## src/rtl/ifetch_ctrl.sv

```systemverilog
// Instruction-fetch sequencer: drives the PC into a 1-cycle synchronous-read memory, tags the
// in-flight read, and buffers returned words in a 2-entry FIFO. Optional counters: IFETCH_PERF_EN.
module ifetch_ctrl #(
  parameter logic [31:0] RESET_PC  = 32'h0000_0000,
  parameter logic [31:0] NOP_INSTR = 32'h0000_0013
) (
  input  logic        clk,
  input  logic        rst,
  input  logic        redirect_valid,
  input  logic [31:0] redirect_pc,
  output logic [31:0] mem_addr,
  input  logic [31:0] mem_rdata,
  output logic        out_valid,
  input  logic        out_ready,
  output logic [31:0] out_instr,
  output logic [31:0] out_pc,
  output logic        misalign_err
`ifdef IFETCH_PERF_EN
  ,
  output logic [31:0] perf_fetched,
  output logic [31:0] perf_stall
`endif
);

  logic [31:0] fetch_pc_q, fetch_pc_d;
  logic        inflight_q, inflight_d;
  logic [31:0] inflight_pc_q, inflight_pc_d;
  logic [1:0]  count_q, count_d;
  logic        rd_ptr_q, rd_ptr_d;
  logic        wr_ptr_q, wr_ptr_d;
  logic [31:0] fifo_instr_q [2];
  logic [31:0] fifo_instr_d [2];
  logic [31:0] fifo_pc_q [2];
  logic [31:0] fifo_pc_d [2];
  logic [31:0] last_pc_q, last_pc_d;
  logic        misalign_q, misalign_d;

  logic        pop;
  logic        issue;
  logic [1:0]  occupancy;

  assign mem_addr     = fetch_pc_q;
  assign out_valid    = (count_q != 2'd0);
  assign out_instr    = out_valid ? fifo_instr_q[rd_ptr_q] : NOP_INSTR;
  assign out_pc       = out_valid ? fifo_pc_q[rd_ptr_q] : last_pc_q;
  assign misalign_err = misalign_q;

  assign pop       = out_valid & out_ready;
  assign occupancy = count_q + {1'b0, inflight_q};
  // Slot reserved for the in-flight word, so the FIFO can never overflow.
  assign issue     = (occupancy <= 2'd1) || ((occupancy == 2'd2) && pop);

  always_comb begin
    fetch_pc_d    = fetch_pc_q;
    inflight_d    = inflight_q;
    inflight_pc_d = inflight_pc_q;
    count_d       = count_q;
    rd_ptr_d      = rd_ptr_q;
    wr_ptr_d      = wr_ptr_q;
    fifo_instr_d  = fifo_instr_q;
    fifo_pc_d     = fifo_pc_q;
    last_pc_d     = out_valid ? fifo_pc_q[rd_ptr_q] : last_pc_q;
    misalign_d    = redirect_valid && (redirect_pc[1:0] != 2'b00);

    if (redirect_valid) begin
      // Flush: the response returning next cycle is untagged and therefore dropped.
      count_d    = 2'd0;
      rd_ptr_d   = 1'b0;
      wr_ptr_d   = 1'b0;
      inflight_d = 1'b0;
      fetch_pc_d = {redirect_pc[31:2], 2'b00};
    end else begin
      if (inflight_q) begin
        fifo_instr_d[wr_ptr_q] = mem_rdata;
        fifo_pc_d[wr_ptr_q]    = inflight_pc_q;
        wr_ptr_d               = ~wr_ptr_q;
      end
      if (pop) begin
        rd_ptr_d = ~rd_ptr_q;
      end
      count_d = count_q + {1'b0, inflight_q} - {1'b0, pop};
      if (issue) begin
        inflight_d    = 1'b1;
        inflight_pc_d = fetch_pc_q;
        fetch_pc_d    = fetch_pc_q + 32'd4;
      end else begin
        inflight_d = 1'b0;
      end
    end
  end

  always_ff @(posedge clk) begin
    if (rst) begin
      fetch_pc_q      <= RESET_PC;
      inflight_q      <= 1'b0;
      inflight_pc_q   <= 32'd0;
      count_q         <= 2'd0;
      rd_ptr_q        <= 1'b0;
      wr_ptr_q        <= 1'b0;
      fifo_instr_q[0] <= NOP_INSTR;
      fifo_instr_q[1] <= NOP_INSTR;
      fifo_pc_q[0]    <= 32'd0;
      fifo_pc_q[1]    <= 32'd0;
      last_pc_q       <= 32'd0;
      misalign_q      <= 1'b0;
    end else begin
      fetch_pc_q    <= fetch_pc_d;
      inflight_q    <= inflight_d;
      inflight_pc_q <= inflight_pc_d;
      count_q       <= count_d;
      rd_ptr_q      <= rd_ptr_d;
      wr_ptr_q      <= wr_ptr_d;
      fifo_instr_q  <= fifo_instr_d;
      fifo_pc_q     <= fifo_pc_d;
      last_pc_q     <= last_pc_d;
      misalign_q    <= misalign_d;
    end
  end

`ifdef IFETCH_PERF_EN
  logic [31:0] perf_fetched_q, perf_fetched_d;
  logic [31:0] perf_stall_q, perf_stall_d;

  always_comb begin
    perf_fetched_d = perf_fetched_q;
    perf_stall_d   = perf_stall_q;
    if (pop) begin
      perf_fetched_d = perf_fetched_q + 32'd1;
    end
    if (out_valid && !out_ready) begin
      perf_stall_d = perf_stall_q + 32'd1;
    end
  end

  always_ff @(posedge clk) begin
    if (rst) begin
      perf_fetched_q <= 32'd0;
      perf_stall_q   <= 32'd0;
    end else begin
      perf_fetched_q <= perf_fetched_d;
      perf_stall_q   <= perf_stall_d;
    end
  end

  assign perf_fetched = perf_fetched_q;
  assign perf_stall   = perf_stall_q;
`endif

endmodule

```

## config.mk

```make
export PLATFORM = sky130hd
export DESIGN_NAME = ifetch_ctrl
export DESIGN_NICKNAME = d
export VERILOG_FILES = /design/src/rtl/ifetch_ctrl.sv
export SDC_FILE = /design/constraint.sdc
export NUM_CORES = 1
export LEC_CHECK = 0
export BUFFER_PORTS_ARGS = -buffer_cell sky130_fd_sc_hd__buf_2
export CAP_MARGIN = 20
export CORE_UTILIZATION = 56
export DETAILED_ROUTE_END_ITERATION = 10
export PLACE_DENSITY_LB_ADDON = 0.15
export SYNTH_ARGS = -nofsm -noshare
export SYNTH_HDL_FRONTEND = slang
export SYNTH_SLANG_ARGS = --single-unit
export TNS_END_PERCENT = 20
```

## constraint.sdc

```tcl
create_clock -name clk -period 2.66 [get_ports clk]
set_input_delay 0.266 -clock clk [delete_from_list [all_inputs] [get_ports clk]]
set_output_delay 0.266 -clock clk [all_outputs]
set_load 0.05 [all_outputs]
```

======== Word level (Yosys, flattened, before mapping) ========
Cells that the tools add are included.
word-level totals
  flip-flop bits (word level) ............. 230
  output and inout port bits .............. 98
  input bits .............................. 68
  logic and storage cells ................. 52
operators by class
  bitwise operators ....................... 6
  reductions and logical operators ........ 10
  add/subtract/negate cells ............... 3
  equality and inequality tests ........... 1
  muxes and demuxes ....................... 15
  order comparisons ....................... 4
operators with widths
  kind                     number
  $mux W32                 11
  $bwmux W64               2
  $add A32 B3 Y32 const B  1
  $demux W32 S1            1
  $reduce_bool A2 Y1       3
  $ge A2 B2 Y1 const B     2
  $not A1 Y2               2
  $reduce_and A2 Y1        2
  $logic_and A1 B1 Y1      3
  $not A1 Y1               3
  $add A2 B1 Y2            1
  $eq A2 B2 Y1 const B     1
  $le A2 B1 Y1 const B     1
  $lt A2 B1 Y1 const B     1
  $reduce_or A2 Y1         1
  $sub A2 B1 Y2            1
  $and A1 B1 Y1            1
  $logic_or A1 B1 Y1       1
  $mux W1                  1

======== Longest topological paths before layout ========
Gate-level depths: netlist of the first run.
  depth after elaboration ................. 6
  mapped depth ............................ 7
  gate-level depth less buffers ........... 6

======== Worst setup path before layout of the first run ========
OpenSTA, ideal clock, no wires.
  path type ............................... register to register
  from .................................... register rd_ptr_q
  to ...................................... register last_pc_q[27]
  clock period less this slack ............ 2427 ps
  path slack .............................. 233 ps
  buffers on the path ..................... 2
  stages on the path, launching flop included .. 6
  library setup time ...................... 69 ps
  arrival time ............................ 2357 ps
  required time ........................... 2591 ps
  cells stage by stage .................... dfxtp_1 > buf_2 > buf_1 > mux2i_1 > o21ai_0 > nor2b_1
between the ends
  longest elaborated chain between the ends .. 5
RTL lines
  element                 RTL line  source
  from (decl)             29        logic rd_ptr_q, rd_ptr_d;
  from (signal assigned)  111       rd_ptr_q <= rd_ptr_d;
  $not A1 Y2              -
  $mux W32 (4 in a row)   -
  net out_pc[27]          16        output logic [31:0] out_pc,
  to (signal assigned)    115       last_pc_q <= last_pc_d;
  to (decl)               35        logic [31:0] last_pc_q, last_pc_d;
The timed path passes the listed nets, and every way through them passes these cells. The select of a mux whose other input is x is not followed.
A chain may end at the register's enable or synchronous reset.

======== Worst setup path in the final report of the first run ========
  from .................................... register inflight_q
  to ...................................... register fetch_pc_q[31], in the netlist mem_addr[31]
between the ends
  longest elaborated chain between the ends .. 5
  elaborated cells between the ends (all ways) .. 6
  those cells by class .................... 1 x add/sub; 1 x order compare; 1 x eq/ne; 3 x reduce/logical
RTL lines
  element                         RTL line  source
  from (decl)                     26        logic inflight_q, inflight_d;
  from (signal assigned)          108       inflight_q <= inflight_d;
  $add A2 B1 Y2 *                 49        assign occupancy = count_q + {1'b0, inflight_q};
  $eq A2 B2 Y1                    51        assign issue = (occupancy <= 2'd1) || ((occupancy == 2'd2) && pop);
  $logic_and A1 B1 Y1             51
  $logic_or A1 B1 Y1 *            51
  $reduce_bool A2 Y1 (no line) *  -
  to (signal assigned)            107       fetch_pc_q <= fetch_pc_d;
  to (decl)                       25        logic [31:0] fetch_pc_q, fetch_pc_d;
Mark *: on every way between the ends. The rest lies on a longest branch, timed or not.

==> results of run 1 <==
==> power breakdown <==
group / switching [µW] / total [µW] / internal, µW / leakage, µW
registers: 97.5 / 3500 / 3410 / 0.00180
logic: 426 / 614 / 188 / 0.00198
clock network: 1240 / 3070 / 1820 / 0.000351
==> flip-flops by register name, indices dropped and copies added, names as in the netlist <==
| signal | flops |
|---|---|
| mem_addr | 30 |
| misalign_err | 1 |
| inflight_q | 1 |
| wr_ptr_q | 1 |
| fifo_instr_q | 64 |
| rd_ptr_q | 1 |
| inflight_pc_q | 30 |
| count_q | 2 |
| last_pc_q | 32 |
| fifo_pc_q | 60 |
==> how the worst min path moves through the flow <==
stage,start,endpoint,slack (ns),cells past startpoint
6_report,mem_rdata[25],fifo_instr_q[57],0.02,3
5_1_grt,mem_rdata[6],fifo_instr_q[38],0.01,3
4_1_cts,mem_rdata[25],fifo_instr_q[57],0.004,3
3_5_place_dp,fifo_pc_q[22],fifo_pc_q[22],0.45,2
3_3_place_gp,fifo_pc_q[22],fifo_pc_q[22],0.44,2
2_1_floorplan,mem_rdata[0],fifo_instr_q[32],0.39,2
==> per-stage QoR <==
step | area (µm²) | util (%) | total power (µW) | setup WS [ns] | hold WS [ns]
finish | 11000 | 68.97 | 7184 | 0.2043 | 0.01508
global route | 11000 | 68.97 | 7435 | 0.0006841 | 0.01373
CTS | 11000 | 68.97 | 7229 | 0.2106 | 0.003683
detailed placement | 10250 | 64.30 | 4181 | 0.2173 | 0.4466
global placement | 10250 | 64.30 | 4177 | 0.3223 | 0.4409
floorplan | 9203 | - | 3975 | 0.2335 | 0.3870
==> cells by family after synthesis <==
family	count (synthesis)
fa+ha+maj	3
xor+xnor	25
compound gates	225
simple gates	520
mux	63
other cells	1
buf+inv	94
flops	222
==> tightest hold or removal path: cells and delay by family <==
family                 cells  cell delay, ns
and+or+nand+nor            1            0.05
AOI/OAI and AO/OA          1            0.05
buffers and inverters      1            0.10
==> placed cells by master (no fill, tap or decap), types with 7 or more instances in the layout <==
cell	synthesis	final
nand3b_1	8	8
a211oi_1	18	18
buf_2	10	162
nand2_1	364	364
mux2i_1	63	63
buf_12	0	8
o21ai_0	34	34
xor2_1	17	17
nor2_1	55	54
a21oi_1	156	156
nor2b_1	32	32
nand3_1	8	7
xnor2_1	8	8
dfxtp_1	222	221
nand4_1	12	12
clkbuf_16	0	23
inv_1	9	9
buf_4	3	15
clkbuf_1	69	8
nor3_1	10	10
==> routing by layer <==
metal,track usage (%),vias up,routed length (µm)
met3,3.362,30,1262
met5,0,-,0
met4,6.430,0,402
li1,-,4093,-
met1,36.22,3712,10410
met2,40.24,237,9805
==> cell type report <==
| type | count | area [µm²] |
|---|---|---|
| tap | 216 | 270.3 |
| sequential | 222 | 4448 |
| inverter | 10 | 37.54 |
| multi-input combinational | 838 | 4400 |
| timing repair buffer | 189 | 1125 |
| fill | 1374 | 4947 |
| clock inverter | 3 | 40.04 |
| clock buffer | 36 | 674.4 |
==> what timing repair did <==
action	CTS	global route
hold endpoints to repair	6	0
buffers inserted	0	0
hold buffers	3	0
==> results.py, run 1 <==
metrics = {
    "timing": {
        "rsz0062_at_grt": "false",
        "post-route-period-util_pct": 92.32,
        "relSlewSlack_pct": 41.42,
        "max_freq_ghz": 0.4072,
        "tightest_slew_ns": 0.8768,
        "clock_skew_ns": 0.01237,
        "hold_violations": 0,
        "maxSlewViolCount": 0,
        "final.setup.tns_ns": 0,
        "setup_viol": 0,
        "fin_crit_ns": 2.456,
    },
    "setup_path": {
        "crit_path_start_kind": "flop",
        "cp_top_family": "simple AND/OR/NAND/NOR gates",
        "cp.arrival_ns": 2.85,
        "cp_max_fo": 25,
        "end_kind": "flop",
        "required_ns": 3.06,
        "crit_type": "flop to flop",
        "crit_chain": "ha_1 > nor3b_1 > a21oi_4 > and2_0 > buf_12 > a2111oi_2",
        "cpMaxStageDelayCell": "nor3b_1",
        "r2r_cells": 6,
        "slowest_delay_ns": 0.73,
        "r2r_start": "inflight_q",
        "cp.depth": 6,
        "regToRegSetupSlack_ns": 0.20,
        "setup.worst_path.end": "mem_addr[31]",
        "critPathLaunch": "inflight_q",
        "critPathBufInv": 1,
        "r2r-end": "mem_addr[31]",
    },
    "synthesis": {
        "synth-main-ff-cell": "dfxtp_1",
        "yosys.area.top_type": "dfxtp_1",
        "synth_top_family_by_area": "simple AND/OR/NAND/NOR gates",
        "syn_inst": 1153,
        "ys_ff_latch": 222,
        "ys_warn_count": 0,
        "synthTopCellsByArea": "dfxtp_1 (48%), nand2_1 (15%), a21oi_1 (8.5%), mux2i_1 (6.9%), clkbuf_1 (2.8%)",
        "synthMostInstantiatedCell": "nand2_1",
        "synthSimpleGateAreaFrac_pct": 24.46,
        "synthArstFlopShare_pct": 0,
        "synth_mux_area_share_pct": 6.855,
        "synth_compound_area_share_pct": 13.45,
        "synth_fa_ha_area_share_pct": 0.4081,
        "synth_cell_type_count": 46,
        "synth_edf_count": 0,
        "ys_seq_area_share_pct": 48.31,
        "synth-xor-area-share_pct": 2.380,
        "syn_avg_cell_area_um2": 7.978,
        "synth_top_area_share_pct": 48.31,
        "synth_common_cells": "nand2_1 (364), dfxtp_1 (222), a21oi_1 (156), clkbuf_1 (69), mux2i_1 (63)",
        "synth_area_um2": 9199,
    },
    "route": {
        "vias_per_cell": 5.332,
        "vias": 8072,
        "drt_iter0_drc": 594,
        "drcViolationCount": 0,
        "drtAntennaViolNets": 0,
        "dr.pass1.iters": 5,
        "avgRoutedWirePerCell_um": 14.45,
        "wirelength_um": 21880,
    },
    "cts": {
        "cts-root-buf": "clkbuf_16",
        "htree_levels": 1,
        "cts_tree": "built",
        "cts_sinks": 222,
        "ctsResizeCount": 0,
        "cts_buffers": 23,
        "clock_latency_ns": 0.50,
        "cts.clk_slew.worst_paths_ns": 0.06,
        "clock_path_buffers": 3,
    },
    "place": {
        "dpl.cell_count": 1472,
        "hpwl_um": 13720,
        "port_buffers": 163,
        "place_congestion": 0.8079,
    },
    "global_route": {
        "grt_first_pass_wirelength_um": 34790,
        "antenna_found_initial": 0,
        "gr-total-overflow": 0,
        "grt_pass1_vias": 6989,
        "grt_max_degree": 75,
        "grt_util_all_layers_pct": 25.32,
    },
    "die": {
        "fp.dieH_um": 130.2,
        "die-area_um2": 16940,
        "core_um2": 15940,
        "num_rows": 46,
        "start_util_pct": 57.70,
        "io_pins": 166,
        "die_w_um": 130.2,
    },
    "finish": {
        "area_growth_pct": 19.53,
        "num_antenna_cells": 0,
        "stdcell_count": 1514,
        "finalNetCount": 1355,
        "drive_gt1_share_pct": 17.72,
    },
    "job": {
        "drv_cap": 0,
    },
    "hold_path": {
        "hold_class": "input pin to flop",
    },
    "power_and_ir_drop": {
        "p_per_area_nw_per_um2": 653.4,
        "leakage_uw": 0.004136,
        "ir_drop_mv": 0.5312,
    },
    "run_status": {
        "status": "finished clean",
    },
}
(Power assumes the default switching activity.)
==> inputs of run 2 (changes only) <==
MAX_ROUTING_LAYER = met4   (was default)
==> results.py, run 2 (synthesized netlist as in run 1, its figures left out) <==
metrics = {
    "run_status": {
        "status": "finished clean",
    },
    "route": {
        "vias": 8072,
        "wirelength_um": 21820,
        "vias_per_cell": 5.332,
        "drtAntennaViolNets": 0,
        "drcViolationCount": 0,
        "drt_iter0_drc": 626,
        "avgRoutedWirePerCell_um": 14.41,
        "dr.pass1.iters": 7,
    },
    "timing": {
        "fin_ws_ns": 0.2179,
        "maxSlewViolCount": 0,
        "clock_skew_ns": 0.01507,
        "relSlewSlack_pct": 42.13,
        "hold_violations": 0,
        "setup_viol": 0,
        "tightest_slew_ns": 0.8661,
        "post-route-period-util_pct": 91.81,
        "max_freq_ghz": 0.4095,
        "final.setup.tns_ns": 0,
        "holdWs_ns": 0.01437,
        "fin_crit_ns": 2.442,
        "rsz0062_at_grt": "false",
    },
    "power_and_ir_drop": {
        "p_per_area_nw_per_um2": 653.9,
        "leakage_uw": 0.004136,
        "ir_drop_mv": 0.5360,
    },
    "hold_path": {
        "hold_class": "input pin to flop",
    },
    "cts": {
        "hold_buffers": 3,
        "cts_sinks": 222,
        "cts_tree": "built",
        "cts.clk_slew.worst_paths_ns": 0.06,
        "htree_levels": 1,
        "ctsResizeCount": 0,
        "cts_buffers": 23,
        "postCtsSetupBuffers": 0,
        "clock_latency_ns": 0.50,
        "clock_path_buffers": 3,
        "cts-root-buf": "clkbuf_16",
    },
    "die": {
        "die_w_um": 130.2,
        "core_um2": 15940,
        "num_rows": 46,
        "start_util_pct": 57.70,
        "io_pins": 166,
        "fp.dieH_um": 130.2,
        "die-area_um2": 16940,
    },
    "global_route": {
        "antenna_found_initial": 0,
        "grt_first_pass_wirelength_um": 34780,
        "grt_pass1_vias": 6987,
        "grt_util_all_layers_pct": 26.11,
        "gr-total-overflow": 0,
        "grt_max_degree": 75,
    },
    "setup_path": {
        "regToRegSetupSlack_ns": 0.22,
        "crit_path_start_kind": "flop",
        "end_kind": "flop",
        "cp.arrival_ns": 2.85,
        "cp_max_fo": 25,
        "required_ns": 3.06,
        "crit_type": "flop to flop",
    },
    "finish": {
        "drive_gt1_share_pct": 17.72,
        "top_register": "fifo_instr_q",
        "final_cell_mix": "nand2_1 (364), dfxtp_1 (221), buf_2 (162)",
        "num_antenna_cells": 0,
        "finalNetCount": 1355,
        "largest_register_ff_count": 64,
        "reg_top3": "fifo_instr_q x64, fifo_pc_q x60, last_pc_q x32",
        "final_area_um2": 11000,
        "layout_commonest_cell": "nand2_1",
        "postLayoutCoreUtil_pct": 68.97,
        "area_growth_pct": 19.53,
    },
    "place": {
        "place_area_um2": 10250,
        "hpwl_um": 13720,
        "port_buffers": 163,
        "place_congestion": 0.8198,
        "place_ws_ns": 0.2173,
    },
    "job": {
        "drv_cap": 0,
    },
}
run 2: critical path, stage by stage, from the launching register on:
cell	delay, ns
dfxtp_1	0.43
ha_1	0.21
nor3b_1	0.72
a21oi_4	0.13
and2_0	0.35
buf_12	0.23
a2111oi_2	0.29
run 2: area by class of cell:
class / count / area [µm²]
Clock inverter: 3 / 40.04
Timing Repair Buffer: 189 / 1125
Fill cell: 1374 / 4947
Tap cell: 216 / 270.3
Inverter: 10 / 37.54
Sequential cell: 222 / 4448
Clock buffer: 36 / 674.4
Multi-Input combinational cell: 838 / 4400
run 2: power breakdown:
part | internal (µW) | switching, µW | total [µW] | leakage (µW)
Combinational | 188 | 425 | 613 | 0.00198
Clock | 1820 | 1250 | 3070 | 0.000351
Sequential | 3410 | 97.2 | 3500 | 0.00180
run 2: worst paths after layout:
check	startpoint	end	cells past startpoint
setup / recovery	inflight_q	mem_addr[31]	6
hold reg to reg	fifo_instr_q[2]	fifo_instr_q[2]	2
hold / removal	mem_rdata[6]	fifo_instr_q[6]	3
setup reg to reg	inflight_q	mem_addr[31]	6
run 2: metal layers:
metal | up-vias | wire, µm | track usage, %
met2 | 267 | 9769 | 40.49
met4 | 0 | 398 | 6.430
met1 | 3682 | 10230 | 36.07
met5 | - | 0 | -
met3 | 30 | 1419 | 3.280
li1 | 4093 | - | -
run 2: stage by stage:
stage	total power, µW	cells
3_3_place_gp	4177	1472
2_1_floorplan	3975	1154
5_1_grt	7439	1514
3_5_place_dp	4181	1472
6_report	7190	1514
4_1_cts	7229	1514
